$ cat config.mk
export PLATFORM = sky130hd
export DESIGN_NAME = instr_fetch
export DESIGN_NICKNAME = d
export VERILOG_FILES = /design/src/rtl/instr_fetch.sv
export SDC_FILE = /design/constraint.sdc
export NUM_CORES = 1
export LEC_CHECK = 0
export CORE_ASPECT_RATIO = 2
export CORE_MARGIN = 5
export CORE_UTILIZATION = 56
export CTS_CLUSTER_DIAMETER = 80
export DETAILED_ROUTE_END_ITERATION = 10
export GPL_ROUTABILITY_DRIVEN = 1
export PLACE_DENSITY_LB_ADDON = 0.2
export SYNTH_ARGS = -nofsm -noshare
export SYNTH_HDL_FRONTEND = slang
export SYNTH_SLANG_ARGS = --single-unit
$ cat constraint.sdc
create_clock -name clk -period 15.32 [get_ports clk]
set_input_delay 1.532 -clock clk [delete_from_list [all_inputs] [get_ports clk]]
set_output_delay 1.532 -clock clk [all_outputs]
set_load 0.02 [all_outputs]
$ cat src/rtl/instr_fetch.sv
// instr_fetch: single-outstanding imem fetch with 2-entry in-order buffer and redirect flush; optional INSTR_FETCH_MISALIGN_CHECK_EN
module instr_fetch #(
  parameter logic [31:0] RESET_PC = 32'h0000_0000
) (
  input  logic        clk,
  input  logic        rst,
  output logic        imem_req,
  output logic [31:0] imem_addr,
  input  logic        imem_ack,
  input  logic [31:0] imem_rdata,
  output logic        instr_valid,
  output logic [31:0] instr,
  output logic [31:0] instr_pc,
  input  logic        instr_ready,
  input  logic        redirect,
  input  logic [31:0] redirect_pc,
  output logic        fetch_misaligned
);
  typedef enum logic [1:0] {IDLE, REQ, DROP} state_t;
  state_t state, n_state;
  logic [31:0] fetch_pc, n_pc, n_addr, tgt;
  logic [31:0] i1, p1, n_i0, n_p0, n_i1, n_p1;
  logic [1:0] cnt, c1, n_cnt;
  logic ack, pop, push, bad, n_mis, issue, go;
  assign imem_req = state != IDLE;
  assign instr_valid = cnt != 2'd0;
  assign ack = imem_req & imem_ack;
  assign pop = instr_valid & instr_ready & ~redirect;
  assign push = ack & (state == REQ) & ~redirect;
`ifdef INSTR_FETCH_MISALIGN_CHECK_EN
  assign tgt = redirect_pc;
  assign bad = redirect & |redirect_pc[1:0];
  always_ff @(posedge clk or posedge rst)
    if (rst) fetch_misaligned <= 1'b0;
    else fetch_misaligned <= n_mis;
`else
  assign tgt = redirect_pc & ~32'd3;
  assign bad = 1'b0;
  assign fetch_misaligned = 1'b0;
`endif
  always_comb begin
    c1 = cnt - {1'b0, pop};
    n_i0 = pop ? i1 : instr;
    n_p0 = pop ? p1 : instr_pc;
    n_i1 = i1;
    n_p1 = p1;
    if (push && c1 == 2'd0) begin
      n_i0 = imem_rdata;
      n_p0 = imem_addr;
    end
    if (push && c1 != 2'd0) begin
      n_i1 = imem_rdata;
      n_p1 = imem_addr;
    end
    n_cnt = redirect ? 2'd0 : c1 + {1'b0, push};
    n_mis = fetch_misaligned | bad;
    n_pc = redirect ? tgt : push ? fetch_pc + 32'd4 : fetch_pc;
    issue = !n_mis && n_cnt != 2'd2;
    // a new request may start only once nothing is in flight
    go = state == IDLE || ack;
    n_state = go ? (issue ? REQ : IDLE) : redirect ? DROP : state;
    n_addr = go && issue ? n_pc : imem_addr;
  end
  always_ff @(posedge clk or posedge rst)
    if (rst) begin
      state <= IDLE;
      fetch_pc <= RESET_PC;
      imem_addr <= RESET_PC;
      cnt <= 2'd0;
      instr <= '0;
      instr_pc <= '0;
      i1 <= '0;
      p1 <= '0;
    end else begin
      state <= n_state;
      fetch_pc <= n_pc;
      imem_addr <= n_addr;
      cnt <= n_cnt;
      instr <= n_i0;
      instr_pc <= n_p0;
      i1 <= n_i1;
      p1 <= n_p1;
    end
endmodule

==> insert_results.sql <==
INSERT INTO impl_metrics (metric_group, metric, value, unit) VALUES
('outcome', 'outcome', 'finished, final reports clean', ''),
('route', 'drc_markers', '0', ''),
('clocking', 'cts-root-buf', 'clkbuf_16', ''),
('clocking', 'post_cts_setup_repair_bufs', '0', ''),
('floorplan', 'dieArea', '17900', 'um^2'),
('place', 'count_of_buffers_inserted_at_the_top_level_ports', '164', ''),
('clocking', 'tritoncts', 'yes', ''),
('sta', 'worst-slew-pin-transition', '1280', 'ps'),
('cells_and_area', 'fillerInstances', '1025', ''),
('sta', 'rsz0062_at_grt', 'false', ''),
('pwr', 'worst_vdd_drop', '0.000116', 'V'),
('clocking', 'clock_sink_count', '196', ''),
('sta', 'timing.slew.headroom', '0.147', ''),
('clocking', 'clk_pin_slew', '70', 'ps'),
('sta', 'clock-skew-final', '9.38', 'ps'),
('floorplan', 'fp.dieH', '184', 'um'),
('yosys', 'yosys.area_share.simple', '0.109', ''),
('yosys', 'avgSynthCellArea', '11.3', 'um^2'),
('floorplan', 'number_of_core_rows', '63', ''),
('yosys', 'synth_top_cell_area_share', '0.576', ''),
('critical_path', 'timing.setup.critical_path_class', 'in2reg', ''),
('pwr', 'leakage_dissipation', '0.00450', 'uW'),
('yosys', 'seq_area_frac_synth', '0.576', ''),
('clocking', 'cts_hold_repair.buffers', '0', ''),
('yosys', 'syn-instance-count', '752', ''),
('yosys', 'dominant_combinational_cell_family_by_area_after_synthesis', 'multiplexers', ''),
('yosys', 'synth_fp_nets', '824', ''),
('critical_path', 'setup.worst_path.start_class', 'primary input', ''),
('sta', 'total_negative_setup_slacks', '0', 'ps'),
('yosys', 'yosysWarningCount', '0', ''),
('floorplan', 'core_region_area', '14900', 'um^2'),
('global_routing', 'grt_start_max_net_pins', '129', ''),
('floorplan', 'boundaryPins', '168', ''),
('place', 'place.gp.congestion', '0.825', ''),
('clocking', 'number_of_buffers_created_by_cts', '17', ''),
('route', 'drt_pass_1_iters', '4', ''),
('sta', 'drv_slew', '0', ''),
('yosys', 'synthAdderAreaFrac', '0.00441', ''),
('yosys', 'synthMuxAreaShare', '0.179', ''),
('clocking', 'htree_num_levels', '4', ''),
('yosys', 'ys_seq_elements', '196', ''),
('clocking', 'postCtsResizedCells', '0', ''),
('yosys', 'yosys-top-cells-area', 'dfrtp_1 58%, mux2_2 10%, mux2i_1 7.6%, a21oi_1 4.5%, nor2_1 3.8%', ''),
('cells_and_area', 'num-nets-final', '966', ''),
('clocking', 'clock_insertion_delay_worst_skew', '430', 'ps'),
('place', 'placement.cell_area', '10300', 'um^2'),
('route', 'postRouteWirelength', '20800', 'um'),
('global_routing', 'grt_pass1_wl', '33700', 'um'),
('sta', 'finalHoldViolCount', '0', ''),
('pwr', 'power_density', '182', 'nW/um^2'),
('floorplan', 'die_x', '97.2', 'um'),
('global_routing', 'gr-usage-all-layers', '0.237', ''),
('floorplan', 'start_util', '0.572', ''),
('critical_path', 'critPathRequiredTime', '15660', 'ps'),
('global_routing', 'overflow_after_grt', '0', ''),
('route', 'drt_iter0_drc', '262', ''),
('critical_path', 'crit_arrival', '5140', 'ps'),
('route', 'vias_per_cell', '5.64', ''),
('sta', 'final_setup_violation_count', '0', ''),
('global_routing', 'vias_in_the_first_global_route', '6552', ''),
('yosys', 'complex_gate_fraction_of_the_synthesized_area', '0.0795', ''),
('route', 'avgRoutedWirePerCell', '18.9', 'um'),
('hold_path', 'min_delay_path_class', 'reg2reg', ''),
('place', 'detailedPlacementHpwl', '14400', 'um'),
('cells_and_area', 'insertedDiodeCount', '0', ''),
('yosys', 'synth.largest_area_cell', 'dfrtp_1', ''),
('cells_and_area', 'post-route-util', '0.731', ''),
('cells_and_area', 'design_area', '10900', 'um^2'),
('route', 'ant_nets', '0', ''),
('clocking', 'cts_max_path_buffers', '2', ''),
('yosys', 'post_synth_xor_area_fraction', '0.0236', ''),
('sta', 'timing.final.crit_share', '0.313', ''),
('cells_and_area', 'drive_above_1_share', '0.137', ''),
('cells_and_area', 'synthToLayoutAreaGrowth', '27.8', '%'),
('sta', 'fin_crit', '4800', 'ps'),
('yosys', 'post_synth_instance_area', '8520', 'um^2'),
('global_routing', 'initial_antenna_violation_count', '0', ''),
('critical_path', 'worstSetupEndpointType', 'register', ''),
('sta', 'worst_hold_slack', '508', 'ps'),
('sta', 'clock.fmax', '208', 'MHz'),
('critical_path', 'crit_fanout', '52', ''),
('flow_run', 'timing.max_cap.violations', '0', ''),
('yosys', 'post_synth_num_cell_types', '41', ''),
('route', 'routed-via-count', '6210', '');
through the flow:
stage	power, uW	cells	worst slack (ps)
3_3_place_gp	1520	1070	10190
3_5_place_dp	1560	1070	10060
5_1_grt	2090	1101	10290
2_1_floorplan	1210	752	8450
4_1_cts	2010	1101	10520
6_report	1990	1101	10520
cell families (layout without fill, tap and decap cells):
group                    count (synthesis)  after routing
AO/OA/AOI/OAI                          121            121
XOR/XNOR                                23             23
adder cells (fa/ha/maj)                  3              3
buffers and inverters                   58            212
flip-flops                             196            196
multiplexers                           143            143
other                                    1              1
AND/OR/NAND/NOR                        207            207
report_power, final:
group	switching (uW)	internal, uW	total [uW]	leakage, uW
logic	340	357	697	0.00186
registers	129	713	842	0.00235
clock network	215	234	449	0.000289
total	684	1300	1990	0.00450
worst max-delay path: stages:
cell      delay, ps
buf_2            70
buf_4           420
inv_1           110
and3_4          320
ha_1            270
xnor2_1         510
xor2_1          310
o32a_2          790
nand2_1         460
o211ai_1        290
per-layer routing:
layer / track usage / vias up / wire [um]
li1: - / 2912 / -
met1: 0.254 / 3086 / 7510
met2: 0.449 / 180 / 11600
met3: 0.0523 / 32 / 962
met4: 0.0948 / 0 / 674
met5: 0 / - / 0
state kept, by name, summed over array words and instances (netlist names):
name       cells
cnt            2
instr_pc      32
p1            32
i1            32
imem_addr     32
instr         32
fetch_pc      32
state          2
synthesized netlist by cell type, drive strengths merged:
master,number
and4,3
or2,1
nand4bb,1
o32a,1
o211ai,11
dfrtp,196
a211o,1
a41oi,1
nand3b,1
nor2,86
nor4,3
a31oi,5
o31ai,1
inv,10
mux2i,65
nand4,13
nor3,9
xor2,15
clkbuf,37
and3,1
nor2b,3
nand4b,2
mux2,78
ha,3
buf,11
or4,4
o32ai,1
a21o,1
nand2,52
and2,2
o22a,1
a21oi,77
xnor2,8
conb,1
o21a,5
o21ai,16
nand3,26
layout by cell type (no fill, tap or decap), drive strengths merged, types with 9 or more instances in the layout:
cell type,instances
a21oi,77
clkbuf,17
clkdlybuf4s50,163
dfrtp,196
inv,19
mux2,78
mux2i,65
nand2,52
nand3,26
nand4,13
nor2,86
nor3,9
o211ai,11
o21ai,16
xor2,15
final timing paths:
path / startpoint / depth (start not counted) / slack (ps) / endpoint
min: p1[23]$_DFFE_PP0P_ / 1 / 510 / p1[23]$_DFFE_PP0P_
min in group asynchronous: rst / 2 / 1660 / instr[14]$_DFFE_PP0P_
max reg2reg: cnt[1]$_DFF_PP0_ / 8 / 11510 / imem_addr[31]$_DFFE_PP0P_
max in group asynchronous: rst / 3 / 12180 / fetch_pc[5]$_DFF_PP0_
max: redirect / 10 / 10520 / imem_addr[31]$_DFFE_PP0P_
min reg2reg: p1[23]$_DFFE_PP0P_ / 1 / 510 / p1[23]$_DFFE_PP0P_
cell type report:
class | instances | area, um^2 | area share
Tap cell | 195 | 244 | 0.0224
Clock buffer | 17 | 425 | 0.0391
Sequential cell | 196 | 4900 | 0.450
Inverter | 10 | 45.0 | 0.00414
Multi-Input combinational cell | 498 | 3420 | 0.314
Timing Repair Buffer | 171 | 1690 | 0.155
Clock inverter | 14 | 165 | 0.0152
Power figures use the tool's default switching activity.
